## config.mk

```make
export PLATFORM = sky130hd
export DESIGN_NAME = button_conditioner
export DESIGN_NICKNAME = d
export VERILOG_FILES = /design/src/rtl/game_input_pkg.sv /design/src/rtl/button_channel.sv /design/src/rtl/button_conditioner.sv
export SDC_FILE = /design/constraint.sdc
export NUM_CORES = 2
export LEC_CHECK = 0
export CAP_MARGIN = 15
export CORE_MARGIN = 2
export CORE_UTILIZATION = 50
export DETAILED_ROUTE_END_ITERATION = 12
export DONT_BUFFER_PORTS = 1
export GPL_TIMING_DRIVEN = 0
export PLACE_DENSITY_LB_ADDON = 0.15
export SLEW_MARGIN = 5
export SYNTH_ARGS = -nofsm -noshare
export SYNTH_HDL_FRONTEND = slang
export SYNTH_SLANG_ARGS = --single-unit
```

## constraint.sdc

```tcl
create_clock -name clk -period 37.6 [get_ports clk]
set_input_delay 11.28 -clock clk [delete_from_list [all_inputs] [get_ports clk]]
set_output_delay 11.28 -clock clk [all_outputs]
set_load 0.02 [all_outputs]
```

## src/rtl/game_input_pkg.sv

```systemverilog
// Shared definitions for the game's button/direction-pad input path.
package game_input_pkg;

  // Channel assignment of the game's physical buttons.
  localparam int CH_START    = 0;
  localparam int CH_RESTART  = 1;
  localparam int CH_MOVE     = 2;
  localparam int CH_PAUSE    = 3;
  localparam int CH_CONTINUE = 4;
  localparam int CH_METHOD   = 5;
  localparam int CH_B1_UP    = 6;
  localparam int CH_B1_DOWN  = 7;
  localparam int CH_B1_LEFT  = 8;
  localparam int CH_B1_RIGHT = 9;
  localparam int CH_B2_UP    = 10;
  localparam int CH_B2_DOWN  = 11;
  localparam int CH_B2_LEFT  = 12;
  localparam int CH_B2_RIGHT = 13;

  // Auto-repeat state of one channel.
  typedef enum logic [1:0] {
    RPT_IDLE   = 2'd0,
    RPT_DELAY  = 2'd1,
    RPT_REPEAT = 2'd2
  } rpt_state_e;

  function automatic int max_int(input int a, input int b);
    return (a > b) ? a : b;
  endfunction

  // Counter width for a terminal count of n-1; never narrower than 1 bit.
  function automatic int cnt_width(input int n);
    return (n > 1) ? $clog2(n) : 1;
  endfunction

endpackage

```

## src/rtl/button_channel.sv

```systemverilog
// One button: 2-flop synchroniser, polarity fix, debouncer and auto-repeat FSM.
module button_channel
  import game_input_pkg::*;
#(
  parameter int   DEBOUNCE_CYC   = 1000000,
  parameter int   REPEAT_DLY_CYC = 25000000,
  parameter int   REPEAT_PER_CYC = 5000000,
  parameter logic ACTIVE_LOW     = 1'b1
) (
  input  logic clk,
  input  logic reset,
  input  logic raw_in,
  input  logic repeat_en,
  output logic level_o,
  output logic press_o,
  output logic release_o,
  output logic repeat_o
);

  localparam int DW = cnt_width(DEBOUNCE_CYC);
  localparam int HW = cnt_width(max_int(REPEAT_DLY_CYC, REPEAT_PER_CYC));
  localparam logic [DW-1:0] DB_LAST  = DW'(DEBOUNCE_CYC - 1);
  localparam logic [HW-1:0] DLY_LAST = HW'(REPEAT_DLY_CYC - 1);
  localparam logic [HW-1:0] PER_LAST = HW'(REPEAT_PER_CYC - 1);

  logic          sync1_q, sync1_d;
  logic          sync2_q, sync2_d;
  logic          in_q, in_d;
  logic [DW-1:0] db_cnt_q, db_cnt_d;
  logic          level_q, level_d;
  logic          press_q, press_d;
  logic          release_q, release_d;
  logic          repeat_q, repeat_d;
  logic [HW-1:0] hold_q, hold_d;
  rpt_state_e    state_q, state_d;

  // Synchronise, correct polarity, and count how long the input has disagreed
  // with the accepted level. The polarity-corrected input is registered so the
  // debounce compare never sits directly on the synchroniser output.
  always_comb begin
    sync1_d   = raw_in;
    sync2_d   = sync1_q;
    in_d      = sync2_q ^ ACTIVE_LOW;
    db_cnt_d  = '0;
    level_d   = level_q;
    press_d   = 1'b0;
    release_d = 1'b0;
    if (in_q != level_q) begin
      if (db_cnt_q == DB_LAST) begin
        level_d   = in_q;
        press_d   = in_q;
        release_d = ~in_q;
      end else begin
        db_cnt_d = db_cnt_q + 1'b1;
      end
    end
  end

  // Synchroniser flops reset to the idle pin level so reset release is silent.
  always_ff @(posedge clk or posedge reset) begin
    if (reset) begin
      sync1_q   <= ACTIVE_LOW;
      sync2_q   <= ACTIVE_LOW;
      in_q      <= 1'b0;
      db_cnt_q  <= '0;
      level_q   <= 1'b0;
      press_q   <= 1'b0;
      release_q <= 1'b0;
    end else begin
      sync1_q   <= sync1_d;
      sync2_q   <= sync2_d;
      in_q      <= in_d;
      db_cnt_q  <= db_cnt_d;
      level_q   <= level_d;
      press_q   <= press_d;
      release_q <= release_d;
    end
  end

  // Repeat FSM next state: initial delay, then periodic strobes while held.
  // A release overrides everything, so no repeat can coincide with it.
  always_comb begin
    state_d  = state_q;
    hold_d   = hold_q;
    repeat_d = 1'b0;
    case (state_q)
      RPT_IDLE: begin
        if (press_d) begin
          state_d = RPT_DELAY;
          hold_d  = '0;
        end
      end
      RPT_DELAY: begin
        if (hold_q == DLY_LAST) begin
          // Saturate here until repeat is enabled.
          if (repeat_en) begin
            repeat_d = 1'b1;
            state_d  = RPT_REPEAT;
            hold_d   = '0;
          end
        end else begin
          hold_d = hold_q + 1'b1;
        end
      end
      RPT_REPEAT: begin
        // Period keeps running even while repeat_en masks the strobe.
        if (hold_q == PER_LAST) begin
          repeat_d = repeat_en;
          hold_d   = '0;
        end else begin
          hold_d = hold_q + 1'b1;
        end
      end
      default: begin
        state_d = RPT_IDLE;
        hold_d  = '0;
      end
    endcase
    if (release_d) begin
      state_d  = RPT_IDLE;
      hold_d   = '0;
      repeat_d = 1'b0;
    end
  end

  // Repeat FSM state register.
  always_ff @(posedge clk or posedge reset) begin
    if (reset) begin
      state_q  <= RPT_IDLE;
      hold_q   <= '0;
      repeat_q <= 1'b0;
    end else begin
      state_q  <= state_d;
      hold_q   <= hold_d;
      repeat_q <= repeat_d;
    end
  end

  assign level_o   = level_q;
  assign press_o   = press_q;
  assign release_o = release_q;
  assign repeat_o  = repeat_q;

endmodule

```

## src/rtl/button_conditioner.sv

```systemverilog
// Multi-channel button conditioner: one independent button_channel per pin.
module button_conditioner
  import game_input_pkg::*;
#(
  parameter int                NUM_CH          = 16,
  parameter int                DEBOUNCE_CYC    = 1000000,
  parameter int                REPEAT_DLY_CYC  = 25000000,
  parameter int                REPEAT_PER_CYC  = 5000000,
  parameter logic [NUM_CH-1:0] ACTIVE_LOW_MASK = {NUM_CH{1'b1}}
) (
  input  logic              clk,
  input  logic              reset,
  input  logic [NUM_CH-1:0] btn_raw,
  input  logic [NUM_CH-1:0] repeat_en,
  output logic [NUM_CH-1:0] btn_level,
  output logic [NUM_CH-1:0] btn_press,
  output logic [NUM_CH-1:0] btn_release,
  output logic [NUM_CH-1:0] btn_repeat,
  output logic              any_press
);

  logic any_press_q, any_press_d;

  for (genvar i = 0; i < NUM_CH; i++) begin : g_ch
    button_channel #(
      .DEBOUNCE_CYC  (DEBOUNCE_CYC),
      .REPEAT_DLY_CYC(REPEAT_DLY_CYC),
      .REPEAT_PER_CYC(REPEAT_PER_CYC),
      .ACTIVE_LOW    (ACTIVE_LOW_MASK[i])
    ) u_ch (
      .clk      (clk),
      .reset    (reset),
      .raw_in   (btn_raw[i]),
      .repeat_en(repeat_en[i]),
      .level_o  (btn_level[i]),
      .press_o  (btn_press[i]),
      .release_o(btn_release[i]),
      .repeat_o (btn_repeat[i])
    );
  end

  // Combine all press strobes into one "something was pressed" strobe.
  always_comb begin
    any_press_d = |btn_press;
  end

  // Registered, so it trails btn_press by one cycle.
  always_ff @(posedge clk or posedge reset) begin
    if (reset) any_press_q <= 1'b0;
    else       any_press_q <= any_press_d;
  end

  assign any_press = any_press_q;

endmodule

```

# After elaboration in Yosys (flattened, before gate mapping)
# Cells that the tools add are included.
[op_classes]
addsub = 32
n_eq_ne = 176
n_mux = 352
n_bitwise = 32
n_reduce_logical = 65
[ops]
columns = ["cell", "count"]
rows = [
  ["2-to-1 mux 25 bit", 80],
  ["case mux 25 bit (3 select lines)", 16],
  ["2-to-1 mux 20 bit", 32],
  ["adder 25 x 1 -> 25 bit, second input constant", 16],
  ["equality test 25 x 23 -> 1 bit, second input constant", 16],
  ["equality test 25 bit, second input constant", 16],
  ["adder 20 x 1 -> 20 bit, second input constant", 16],
  ["equality test 20 bit, second input constant", 16],
  ["2-to-1 mux 1 bit", 128],
  ["2-to-1 mux 2 bit", 64],
  ["inequality test 3 x 1 -> 1 bit, second input constant", 32],
  ["case mux 2 bit (3 select lines)", 16],
  ["inequality test 4 x 3 -> 1 bit, second input constant", 16],
  ["AND reduction 2 bit", 32],
  ["AND reduction 4 bit", 16],
  ["inequality test 3 x 2 -> 1 bit, second input constant", 16],
  ["equality test 2 x 1 -> 1 bit, second input constant", 16],
  ["equality test 2 bit, second input constant", 16],
  ["zero test 2 bit", 16],
  ["inequality test 2 x 1 -> 1 bit, second input constant", 16],
  ["NOT 1 bit", 32],
  ["case mux 1 bit (2 select lines)", 16],
  ["inequality test 1 bit", 16],
  ["OR reduction 16 bit", 1],
]
[word_totals]
ff_bits = 865
inputBits = 34
output_inout_bits = 65

# Depth between registers and ports, before layout
[logic_depth]
word_depth = 6
ltp_mapped = 11

# Hierarchy
# From an unflattened synthesis, not the netlist that was laid out.
[unflattened]
hier_cells = 4868
area_unflattened_um2 = 46947.5
[modules_own_cells]
columns = ["module", "n_inst", "cells_per_inst", "area_each_um2", "seq_area_each_um2"]
rows = [
  ["button_channel at g_ch[0].u_ch ...", 15, 304, 2922.8, 1353.8],
  ["button_channel at g_ch[9].u_ch", 1, 301, 3045.4, 1353.8],
  ["button_conditioner", 1, 7, 60.1, 25.0],
]

# Least setup slack after synthesis
# No wires, ideal clock.
[synth_path]
path_kind = "input-to-reg"
start = "in repeat_en[5]"
end = "reg g_ch[5].u_ch.hold_q[12]"
setup_time_ps = 146
arrival_time_ps = 12944
required_ps = 37454
setup_slack_ps = 24509
cell_stages = 7
path_buffers = 1
path_cell_list = "inv_1 -> nand2_1 -> or4_1 -> a21oi_1 -> nand2b_1 -> clkbuf_1 -> o311ai_0"
[synth_via]
elab_chain_cells = 2
[synth_lines]
columns = ["element", "line_no", "text"]
rows = [
  ["start: declaration", "button_conditioner.sv:14", "input logic [NUM_CH-1:0] repeat_en,"],
  ["inequality test 4 x 3 -> 1 bit (no source line)", "--", ""],
  ["AND reduction 2 bit (no source line)", "--", ""],
  ["end signal: assignment", "button_channel.sv:134", "hold_q <= hold_d;"],
  ["end: declaration", "button_channel.sv:34", "logic [HW-1:0] hold_q, hold_d;"],
]
# Every way passes these cells.
# A chain may end at the register's enable or synchronous reset.

# Worst setup path after layout
[layout_path]
start = "in repeat_en[5]"
end = "reg g_ch[5].u_ch.hold_q[5]"
# The elaborated chain is that of the path after synthesis.

==> flow_summary_export.csv <==
group,metric,value,unit
synthesis,async_reset_ff_share,100,%
synthesis,synthMuxAreaShare,1.21,%
grt,grt_max_degree,122,
pwr,irDropWorstVdd,0.0360,mV
synthesis,ys_types,91,
final_layout,layout_common_cells,"833 x dfrtp_1, 549 x nor2_1, 421 x nand2_1",
die,start_util,50.2,%
placed_design,placement.io_buffers,0,
worst_setup_path,crit_path_start_kind,"input port",
clock_tree,clock-root-buffer,"clkbuf_16",
clock_tree,clockBufferDepth,3,
synthesis,ys_warn_count,0,
clock_tree,cts_inserted_buffers,98,
synthesis,synthSimpleGateAreaFrac,27.4,%
clock_tree,cts_htree_levels,3,
routing,drt_wl_total,108,mm
clock_tree,cts_resized,0,
final_layout,register_area,21700,sq um
die,dieHeight,312,microns
final_layout,layout.cells.non_filler,6585,
final_layout,nets,5366,
final_layout,antenna_cells,0,
grt,antenna_found_initial,1,
routing,wl_per_cell,16.4,microns
synthesis,synth_top_family_by_area,"simple AND/OR/NAND/NOR gates",
placed_design,placed_area,49300,sq um
die,die_w,312,microns
clock_tree,insertion_delay,670,ps
final_layout,final_area,52800,sq um
timing,relSlewSlack,31.8,%
hold_path,hold_path_class,"register to register",
routing,dr.first_iter.drc_count,2986,
die,pin_count,99,
synthesis,synth_edf_count,0,
grt,grt_use_total,22.0,%
synthesis,synth-compound-area-share,14.1,%
synthesis,syn_nets,5257,
worst_setup_path,arrival,13410,ps
synthesis,syn_area,47500,sq um
hold_path,min_delay_path_depth,0,
timing,worst_pin_slew,1020,ps
worst_setup_path,slowest_stage,"a21oi_1",
placed_design,dpl.cell_count,6400,
placed_design,gp_congestion,0.876,
grt,gr-total-overflow,0,
timing,drv_slew,0,
clock_tree,post_cts.repair.setup_buffers,0,
timing,fin_crit,12880,ps
die,core_area,94600,sq um
grt,grt_pass1_wl,184,mm
timing,hold_viol,0,
final_layout,largest_reg_flops,400,
final_layout,layout_commonest_cell,"dfrtp_1",
grt,grt_pass1_vias,37000,
synthesis,ys_seq_area_share,45.7,%
routing,ant_nets,0,
timing,fmax,0.0776,GHz
final_layout,area_growth,11.1,%
timing,setup_viol,0,
die,rows,113,
worst_setup_path,criticalPathCategory,"input port to register",
synthesis,syn_inst,5127,
clock_tree,cts_tree,"yes",
synthesis,ys.flop_type,"dfrtp_1",
synthesis,ys_seq_elements,865,
timing,fin_crit_sh,34.3,%
run_status,status,"finished clean",
clock_tree,clk_pin_slew_worst_paths,60,ps
worst_setup_path,path_cells,"inv_1, nand2_1, or4_1, a21oi_1, nand2b_1, clkbuf_1, o211ai_1",
pwr,p_per_area,38.0,nW/um^2
worst_setup_path,r2r_cells,7,
pwr,p_leak,22.5,nW
clock_tree,cts_hold_buf,0,
clock_tree,clock-sinks,865,
die,die-area,97500,sq um
synthesis,syn_area_per_cell,9.26,sq um
worst_setup_path,cp.required,38120,ps
timing,final.setup_skew,26.4,ps
placed_design,dp_hpwl,73.0,mm
pwr,power,0.00201,W
run,drv_cap,0,
worst_setup_path,end_kind,"register",
routing,post-route-drc-count,0,
worst_setup_path,crit_fanout,10,
routing,first_pass_iters,5,
synthesis,yosys.area_share.adder,2.53,%
final_layout,drive_above_1_share,7.65,%
routing,vias_per_cell,5.85,
final_layout,n_fill_cell,8413,
worst_setup_path,critPathMaxStageDelay,640,ps
timing,rsz0062_at_grt,"no",
synthesis,synth_xor_area_share,4.85,%
routing,vias,38500,
final_layout,multi_input_area,23800,sq um
final_layout,reg_top3,"g_ch.u_ch.hold_q: 400 flops, g_ch.u_ch.db_cnt_q: 320 flops, g_ch.u_ch.state_q: 32 flops",
final_layout,top_register,"g_ch.u_ch.hold_q",
[where the power goes]
part,leakage [nW],internal [W],switching [W],total (W)
Combinational,9.38,0.00000823,0.0000287,0.0000369
Sequential,11.4,0.000939,0.00000567,0.000945
Clock,1.71,0.000623,0.000401,0.00102
Total,22.5,0.00157,0.000435,0.00201
[cells by family after synthesis]
kind of cell             count (synthesis)
flip-flops                             865
AND/OR/NAND/NOR                       2420
adder cells (fa/ha/maj)                 96
XOR/XNOR                               263
AO/OA/AOI/OAI                          978
multiplexers                            54
buffers and inverters                  451
[cell usage after synthesis, drive strengths merged (119+ instances only)]
cell type    n  area [sq um]
xnor2      124          1090
nor3       132           666
dfrtp      833         20800
and3       168          1050
inv        216           811
clkbuf     143           537
xor2       139          1220
nand4      147           920
nand2      421          1580
o21ai      308          1550
a21o       119           893
nand3      285          1430
nor2       552          2080
[metrics by stage]
stage,util [%],TNS [ps],hold WS [ps],setup slack (ps)
floorplan,-,0,345,2060
global placement,51.9,-6803410,345,-8310
detailed placement,52.1,0,347,24010
CTS,55.8,0,336,24760
global route,55.8,0,345,24510
finish,55.8,0,339,24720
[routing by layer]
metal | vias to the layer above | part of all wire, % | global-route usage, %
li1 | 18800 | - | -
met1 | 18800 | 48 | 31.3
met2 | 758 | 46 | 35.1
met3 | 152 | 4.2 | 3.37
met4 | 0 | 2.0 | 5.73
met5 | - | 0 | 0
[worst paths after layout]
check                                           from                  endpoint  slack [ps]
min                             g_ch[5].u_ch.sync1_q      g_ch[5].u_ch.sync2_q         340
max                                     repeat_en[5]    g_ch[5].u_ch.hold_q[5]       24720
min reg2reg                     g_ch[5].u_ch.sync1_q      g_ch[5].u_ch.sync2_q         340
max in group asynchronous                      reset  g_ch[12].u_ch.hold_q[15]       24960
min in group asynchronous                      reset   g_ch[0].u_ch.state_q[0]       10530
max reg2reg                g_ch[4].u_ch.db_cnt_q[11]   g_ch[4].u_ch.hold_q[13]       34040
[worst max-delay path: cells and delay by family]
kind	cells	cell delay, ps
buffers and inverters	2	480
AND/OR/NAND/NOR	3	820
AO/OA/AOI/OAI	2	820
[area by class of cell]
cell class	count	share of cell area, %
tap	1265	3.00
multi-input combinational	3811	45.2
buffer	234	2.21
timing repair buffer	9	0.389
clock inverter	57	1.40
inverter	217	1.56
sequential	865	41.1
clock buffer	127	5.18
Power figures use the tool's default switching activity.
